==> config.mk <==
export PLATFORM = sky130hd
export DESIGN_NAME = uart_tx_fifo_drain
export DESIGN_NICKNAME = d
export VERILOG_FILES = /design/src/rtl/uart_pkg.sv /design/src/rtl/uart_baud_tick.sv /design/src/rtl/uart_tx_fifo_drain.sv
export SDC_FILE = /design/constraint.sdc
export NUM_CORES = 1
export LEC_CHECK = 0
export CAP_MARGIN = 20
export CORE_ASPECT_RATIO = 1.2
export CORE_UTILIZATION = 34
export DETAILED_ROUTE_END_ITERATION = 7
export HOLD_SLACK_MARGIN = 0.12
export SKIP_CTS_REPAIR_TIMING = 1
export SLEW_MARGIN = 20
export SYNTH_ARGS = -nofsm -noshare
export SYNTH_HDL_FRONTEND = slang
export SYNTH_SLANG_ARGS = --single-unit
==> constraint.sdc <==
create_clock -name clk -period 1.7 [get_ports clk]
set_input_delay 0.34 -clock clk [delete_from_list [all_inputs] [get_ports clk]]
set_output_delay 0.34 -clock clk [all_outputs]
set_load 0.05 [all_outputs]
==> src/rtl/uart_pkg.sv <==
// Shared constants for the UART TX path: FSM encodings and frame geometry.
package uart_pkg;
  localparam logic [2:0] S_IDLE   = 3'd0;
  localparam logic [2:0] S_POP    = 3'd1;
  localparam logic [2:0] S_WAIT   = 3'd2;
  localparam logic [2:0] S_START  = 3'd3;
  localparam logic [2:0] S_DATA   = 3'd4;
  localparam logic [2:0] S_PARITY = 3'd5;
  localparam logic [2:0] S_STOP   = 3'd6;

  localparam int DEF_CLKS_PER_BIT = 868;
  localparam int DATA_BITS        = 8;
  localparam int BAUD_W           = 16;
endpackage

==> src/rtl/uart_baud_tick.sv <==
// Bit-period counter: counts 0..CLKS_PER_BIT-1 and pulses tick_o on the last count.
module uart_baud_tick
  import uart_pkg::*;
#(
  parameter int CLKS_PER_BIT = DEF_CLKS_PER_BIT
) (
  input  logic clk,
  input  logic reset_n,
  input  logic clr_i,
  output logic tick_o
);
  localparam logic [BAUD_W-1:0] LAST = BAUD_W'(CLKS_PER_BIT - 1);

  logic [BAUD_W-1:0] cnt_q, cnt_d;

  // tick depends only on the register so the FSM can feed clr_i back without a loop
  assign tick_o = (cnt_q == LAST);
  assign cnt_d  = (clr_i || tick_o) ? '0 : cnt_q + 1'b1;

  always_ff @(posedge clk or negedge reset_n) begin
    if (!reset_n) cnt_q <= '0;
    else          cnt_q <= cnt_d;
  end
endmodule

==> src/rtl/uart_tx_fifo_drain.sv <==
// Pops bytes from the FIFO read port one at a time and serialises them onto txd.
module uart_tx_fifo_drain
  import uart_pkg::*;
#(
  parameter int CLKS_PER_BIT = DEF_CLKS_PER_BIT,
  parameter int PARITY_EN    = 0,
  parameter int PARITY_ODD   = 0,
  parameter int STOP_BITS    = 1
) (
  input  logic       clk,
  input  logic       reset_n,
  input  logic       tx_en,
  input  logic       fifo_empty,
  output logic       fifo_pop_en,
  input  logic [7:0] fifo_do,
  input  logic       fifo_rdy,
  output logic       txd,
  output logic       busy,
  output logic       err_no_rdy
);
  localparam logic [2:0] LAST_DATA = 3'(DATA_BITS - 1);
  localparam logic [2:0] LAST_STOP = 3'(STOP_BITS - 1);
  localparam logic       ODD       = (PARITY_ODD != 0);

  logic [2:0] state_q, state_d;
  logic [2:0] bit_q, bit_d;
  logic [7:0] shift_q, shift_d;
  logic       par_q, par_d;
  logic       err_q, err_d;
  logic       txd_q, txd_d;
  logic       busy_q, pop_q;
  logic       tick, baud_clr, serial;

  assign serial   = (state_q == S_START) || (state_q == S_DATA) ||
                    (state_q == S_PARITY) || (state_q == S_STOP);
  assign baud_clr = (state_d != state_q) || !serial;

  uart_baud_tick #(.CLKS_PER_BIT(CLKS_PER_BIT)) u_baud (
    .clk    (clk),
    .reset_n(reset_n),
    .clr_i  (baud_clr),
    .tick_o (tick)
  );

  always_comb begin
    state_d = state_q;
    bit_d   = bit_q;
    shift_d = shift_q;
    par_d   = par_q;
    err_d   = err_q;
    case (state_q)
      S_IDLE:  if (tx_en && !fifo_empty) state_d = S_POP;
      S_POP:   state_d = S_WAIT;
      S_WAIT: begin
        if (fifo_rdy) begin
          shift_d = fifo_do;
          par_d   = (^fifo_do) ^ ODD;
          state_d = S_START;
        end else begin
          err_d   = 1'b1;
          state_d = S_IDLE;
        end
      end
      S_START: if (tick) state_d = S_DATA;
      S_DATA: begin
        if (tick) begin
          shift_d = {1'b0, shift_q[7:1]};
          bit_d   = bit_q + 3'd1;
          if (bit_q == LAST_DATA) state_d = (PARITY_EN != 0) ? S_PARITY : S_STOP;
        end
      end
      S_PARITY: if (tick) state_d = S_STOP;
      S_STOP: begin
        if (tick) begin
          bit_d = bit_q + 3'd1;
          if (bit_q == LAST_STOP) state_d = S_IDLE;
        end
      end
      default: state_d = S_IDLE;
    endcase
    // bit counter is reused for data and stop bits, so restart it per state
    if (state_d != state_q) bit_d = '0;
  end

  always_comb begin
    txd_d = 1'b1;
    case (state_q)
      S_START:  txd_d = 1'b0;
      S_DATA:   txd_d = shift_q[0];
      S_PARITY: txd_d = par_q;
      default:  txd_d = 1'b1;
    endcase
  end

  always_ff @(posedge clk or negedge reset_n) begin
    if (!reset_n) begin
      state_q <= S_IDLE;
      bit_q   <= '0;
      shift_q <= '0;
      par_q   <= 1'b0;
      err_q   <= 1'b0;
      txd_q   <= 1'b1;
      busy_q  <= 1'b0;
      pop_q   <= 1'b0;
    end else begin
      state_q <= state_d;
      bit_q   <= bit_d;
      shift_q <= shift_d;
      par_q   <= par_d;
      err_q   <= err_d;
      txd_q   <= txd_d;
      // txd trails the state by one clock; hold busy until the last stop bit has left the pin
      busy_q  <= (state_d != S_IDLE) || (state_q != S_IDLE);
      pop_q   <= (state_d == S_POP);
    end
  end

  assign fifo_pop_en = pop_q;
  assign txd         = txd_q;
  assign busy        = busy_q;
  assign err_no_rdy  = err_q;
endmodule

Word-level counts from Yosys, hierarchy flattened
Index checks and enable logic that the tools add are counted.
{"block": "word_totals", "register_bits": 35, "in_bits": 13, "output_inout_bits": 4, "word_cells": 63}
{"block": "op_classes", "n_addsub": 2, "eq_ne": 12, "mux": 17, "n_bitwise": 1, "reduce_logical": 22}
{"cell": "3-bit two-way mux", "n": 10}
{"cell": "3-bit case mux with 7 select lines", "n": 1}
{"cell": "16-bit by 1-bit adder with 16-bit output (second input constant)", "n": 1}
{"cell": "16-bit by 10-bit == test with 1-bit output (second input constant)", "n": 1}
{"cell": "16-bit two-way mux", "n": 1}
{"cell": "8-bit two-way mux", "n": 2}
{"cell": "8-bit case mux with 2 select lines", "n": 1}
{"cell": "3-bit == test (second input constant)", "n": 4}
{"cell": "8-bit parity", "n": 1}
{"cell": "3-bit by 1-bit == test with 1-bit output (second input constant)", "n": 2}
{"cell": "3-bit by 2-bit == test with 1-bit output (second input constant)", "n": 2}
{"cell": "3-bit zero test", "n": 2}
{"cell": "1-bit logical OR", "n": 6}
{"cell": "2-bit AND reduction", "n": 3}
{"cell": "2-bit nonzero test", "n": 3}
{"cell": "3-bit nonzero test", "n": 2}
{"cell": "3-bit by 1-bit adder with 3-bit output (second input constant)", "n": 1}
{"cell": "3-bit != test", "n": 1}
{"cell": "1-bit case mux with 3 select lines", "n": 1}
{"cell": "3-bit AND reduction", "n": 1}
{"cell": "1-bit zero test", "n": 2}
{"cell": "2-bit two-way mux", "n": 1}
{"cell": "2-bit by 1-bit != test with 1-bit output (second input constant)", "n": 1}
{"cell": "2-bit != test (second input constant)", "n": 1}
{"cell": "3 further kinds", "n": 3}

Longest topological paths before layout
{"block": "logic_depth", "depth_word": 8, "mapped_depth": 8, "ltp_nobuf": 6}

Modules after synthesis
A second synthesis with hierarchy kept.
{"block": "unflattened", "cells_unflattened": 199, "area_unflattened_um2": 2028.2}
{"mod": "uart_tx_fifo_drain", "n_inst": 1, "cells_per_inst": 115, "area_per_inst_um2": 1123.6, "seq_area_each_um2": 476.7}
{"mod": "uart_baud_tick", "n_inst": 1, "cells_per_inst": 84, "area_per_inst_um2": 904.6, "seq_area_each_um2": 400.4}

Worst setup path before layout
OpenSTA, ideal clock, no wires.
{"block": "synth_path", "path_type": "reg2reg", "from": "register u_baud.cnt_q[0]", "to": "register shift_q[4]", "setup_time_ns": 0.119, "t_arrival_ns": 1.476, "required_ns": 1.581, "path_slack_ns": 0.105, "stages_incl_launch_ff": 9, "path_buffers": 2, "period_less_slack_ns": 1.595, "cell_sequence": "dfrtp_1 > ha_1 > nor4b_4 > and4b_1 > buf_6 > a21oi_4 > buf_6 > nand2_1 > o21ai_2"}
{"block": "synth_between", "elab_chain_cells": 3}
{"element": "from (decl)", "line_no": "uart_baud_tick.sv:14", "source": "logic [BAUD_W-1:0] cnt_q, cnt_d;"}
{"element": "from (signal assigned)", "line_no": "uart_baud_tick.sv:22", "source": "else cnt_q <= cnt_d;"}
{"element": "16-bit by 10-bit == test with 1-bit output", "line_no": "uart_baud_tick.sv:17", "source": "assign tick_o = (cnt_q == LAST);"}
{"element": "2-bit by 1-bit != test with 1-bit output (no source line)"}
{"element": "3-bit AND reduction (no source line)"}
{"element": "to (signal assigned)", "line_no": "uart_tx_fifo_drain.sv:108", "source": "shift_q <= shift_d;"}
{"element": "to (decl)", "line_no": "uart_tx_fifo_drain.sv:27", "source": "logic [7:0] shift_q, shift_d;"}
Every way passes these cells.
A chain may end at the register's enable or synchronous reset.

Worst setup path in the final report
{"block": "layout_path", "from": "register u_baud.cnt_q[0]", "to": "register bit_q[0]"}
{"block": "layout_between", "elab_chain_cells": 6, "elab_cells_between_ends": 11, "cone_classes": "2 x eq/ne; 6 x mux; 3 x reduce/logical"}
{"element": "16-bit by 10-bit == test with 1-bit output (*)", "line_no": "uart_baud_tick.sv:17"}
{"element": "3-bit two-way mux (on tied branches)"}
{"element": "3-bit case mux with 7 select lines", "line_no": "uart_tx_fifo_drain.sv:51", "source": "case (state_q)"}
{"element": "3-bit != test", "line_no": "uart_tx_fifo_drain.sv:82", "source": "if (state_d != state_q) bit_d = '0;"}
{"element": "2-bit nonzero test (no source line)"}
{"element": "2-bit AND reduction (no source line)"}
{"element": "to (signal assigned)", "line_no": "uart_tx_fifo_drain.sv:107", "source": "bit_q <= bit_d;"}
{"element": "to (decl)", "line_no": "uart_tx_fifo_drain.sv:26", "source": "logic [2:0] bit_q, bit_d;"}
Every way passes the cells marked *; elsewhere a longest branch is shown, timed or not.

==> results.toml <==
[sta]
postLayoutSetupSlackWorst_ns = 0.0195
grt_setup_unrepaired = "true"
tightestPinTransition_ns = 0.450
time_the_worst_path_needs_with_i_o_delays_and_setup_ns = 1.68
finalSetupViolations = 0
maxClockFrequency_mhz = 595
finalCritPeriodShare = 0.989
final.setup_skew_ns = 0.00715
worst_hold_margin_ns = 0.471
slew_headroom = 0.700
hold_fails_final_rpt = 0
final_max_slew_viol_count = 0

[final_layout]
post_route_cells_drive_above_1_share = 0.288
nets = 245
n_antenna_cell = 0
area_delta_synth_final_pct = 29.6
final_core_util = 0.461
non_filler_cell_area_final_sq_mm = 0.00246

[worst_setup_path]
worst-endpoint-required_ns = 1.88
setup.worst_path.class = "register to register"
worst_r2r_startpoint = "u_baud.cnt_q[0]"
end_of_the_worst_register_to_register_path = "bit_q[0]"
crit_arrival_ns = 1.86
worst_setup_path_start_kind = "register"
worst-r2r-setup-slack_ns = 0.02
critical_path.max_fanout = 4
crit_path_capture_type = "register"
length_in_cells_of_the_worst_reg_to_reg_path = 6

[drt]
drc = 0
vias_per_cell = 4.90
detailedRoute.firstPassIterationCount = 4
drtIter0Drc = 99
final_antenna_net_count = 0
wl_per_cell_microns = 12.6
postRouteWirelength_microns = 3650
route.vias.total = 1427

[power_and_ir_drop]
vdd.ir_drop.worst_uv = 424
power_frac_comb = 0.349
power.internal_w = 0.00171
power_frac_clock = 0.227
net_switching_power_w = 0.000897
p_sw_frac = 0.344
total_leakage_power_nw = 1.05
power_per_cell_area_mw_per_mm2 = 1060
pwr-share-seq = 0.424

[cts]
h_tree_levels = 2
cts.path.max_buffers = 2
clk_root_buffer_cell = "sky130_fd_sc_hd__clkbuf_8"
tritoncts_buffer_count = 5
clock_latency_reported_for_the_late_side_of_the_worst_skew_pair_ns = 0.29
clock-sinks = 35
clkSlewWorstSetupHoldPaths_ns = 0.07
tritoncts = "built"

[floorplanning]
placeableCoreArea_sq_mm = 0.00533
floorplan.die.width_microns = 70.2
pin_count = 17
die-area_sq_mm = 0.00589
initial_utilization = 0.356
count_of_standard_cell_rows = 29
die_height_microns = 83.9

[yosys]
synth.cells.most_frequent = "sky130_fd_sc_hd__dfrtp_1, sky130_fd_sc_hd__nor2_1, sky130_fd_sc_hd__nand2_1"
synth_seq_area_share = 0.462
ys_dominant_reg_cell = "sky130_fd_sc_hd__dfrtp_1"
synth_top_family_by_area = "simple AND/OR/NAND/NOR gates"
async_flop_share = 1.00
synth_top_cell_by_area = "sky130_fd_sc_hd__dfrtp_1"
syn_area_per_cell_sq_um = 10.6
postSynthCellCount = 179
mappedNetlistNets = 196
synthTopCellsByArea = "sky130_fd_sc_hd__dfrtp_1, sky130_fd_sc_hd__xnor2_1, sky130_fd_sc_hd__nor2_1, sky130_fd_sc_hd__nand2_1, sky130_fd_sc_hd__mux2i_1"
synth_cell_types = 42
yosys.cell_count.top_type = "sky130_fd_sc_hd__dfrtp_1"
netlist.area_leader.share = 0.448
synth.cell_area_sq_mm = 0.00190
synth_compound_gate_area_share = 0.116
synth_simple_gate_area_share = 0.208
register_bit_total_from_synthesis = 35
yosys_warnings = 0
muxShareOfSynthArea = 0.0428
number_of_enable_type_register_cells_in_the_synthesized_netlist = 0
yosys.area_share.adder = 0.0264
synth_xor_area_frac = 0.101

[global_routing]
grt_pass1_wl_microns = 6120
gr-total-overflow = 0
grt_max_degree = 36
initial_antenna_violation_count = 0
grt_pass1_vias = 1382
groute.usage.overall = 0.134

[min_path]
hold_worst_path_end = "err_no_rdy"
min_from = "err_no_rdy"
worstHoldPathType = "register to register"
worstHoldPathCells = 1

[placed_design]
detailedPlacementHpwl_microns = 2610
preCtsSetupSlack_ns = -0.0303
numPortBuffers = 16
placement.cell_area_sq_mm = 0.00231
gpl.final_weighted_congestion = 0.780

[job]
maxCapViolCount = 0

[status]
status = "completed"
==> critical path: stages (launching register included) <==
cell and delay [ns]:
sky130_fd_sc_hd__dfrtp_1 0.35, sky130_fd_sc_hd__ha_2 0.18, sky130_fd_sc_hd__nor4b_4 0.22, sky130_fd_sc_hd__and4b_2 0.36, sky130_fd_sc_hd__buf_4 0.14, sky130_fd_sc_hd__o21ai_2 0.06, sky130_fd_sc_hd__mux2_2 0.27
==> state kept, by name (all words and copies together) (netlist names) <==
signal,flops
u_baud.cnt_q,16
shift_q,8
bit_q,3
state_q,3
busy,1
err_no_rdy,1
fifo_pop_en,1
par_q,1
txd,1
==> area by class of cell <==
| class | instances | area [sq um] |
|---|---|---|
| fillers | 490 | 2870 |
| multi-input cells | 131 | 965 |
| flip-flops and latches | 35 | 877 |
| repair buffers | 48 | 434 |
| well taps | 62 | 77.6 |
| clock buffers | 7 | 76.3 |
| inverters | 7 | 26.3 |
| clock inverters | 1 | 5.00 |
==> routing by layer <==
layer | global-route usage | vias to the layer above | wire (microns)
li1 | - | 713 | -
met1 | 0.163 | 691 | 1650
met2 | 0.212 | 16 | 1810
met3 | 0.0399 | 7 | 103
met4 | 0.0709 | 0 | 87
met5 | 0 | - | 0
==> metrics by stage <==
stage	total power [W]	std cells	setup TNS (ns)
after floorplan	0.00170	179	0
after global placement	0.00197	280	0
after detailed placement	0.00198	280	-0.0337
after CTS	0.00258	288	-0.0442
after global routing	0.00278	291	-0.261
final	0.00261	291	0
==> power groups by stage <==
stage                     registers, W  logic [W]  clock network (W)
after floorplan                0.00116   0.000539                  0
final                          0.00110   0.000910           0.000591
after CTS                      0.00110   0.000865           0.000612
after detailed placement       0.00111   0.000865                  0
after global routing           0.00113    0.00101           0.000650
after global placement         0.00111   0.000859                  0
==> layout by cell type (no fill, tap or decap), types with 4 or more instances in the layout <==
master                             n
sky130_fd_sc_hd__mux2i_1           7
sky130_fd_sc_hd__dfrtp_1          34
sky130_fd_sc_hd__inv_1             7
sky130_fd_sc_hd__clkbuf_8          5
sky130_fd_sc_hd__clkdlybuf4s50_1  11
sky130_fd_sc_hd__nand2_1          16
sky130_fd_sc_hd__o21ai_1           5
sky130_fd_sc_hd__nand2_2           4
sky130_fd_sc_hd__nand3_1           5
sky130_fd_sc_hd__xor2_1            7
sky130_fd_sc_hd__nor2_1           20
sky130_fd_sc_hd__o21ai_2           4
sky130_fd_sc_hd__buf_4            31
sky130_fd_sc_hd__xnor2_1          15
==> cells by family after synthesis <==
| family | Yosys count |
|---|---|
| DFF | 35 |
| buffers and inverters | 13 |
| AOI/OAI and AO/OA | 27 |
| adders and majority gates | 4 |
| muxes | 8 |
| xor gates and xnor gates | 22 |
| and+or+nand+nor | 70 |
==> worst max-delay path by stage <==
stage	startpoint	to	slack [ns]	cells after the start
6_report	u_baud.cnt_q[0]	bit_q[0]	0.02	6
5_1_grt	u_baud.cnt_q[0]	state_q[1]	-0.08	7
4_1_cts	u_baud.cnt_q[0]	bit_q[0]	-0.03	6
3_5_place_dp	u_baud.cnt_q[0]	bit_q[0]	-0.03	6
3_3_place_gp	u_baud.cnt_q[1]	bit_q[0]	0.008	6
2_1_floorplan	u_baud.cnt_q[0]	shift_q[4]	0.10	8
No activity file was read; power rests on OpenSTA's default activity.
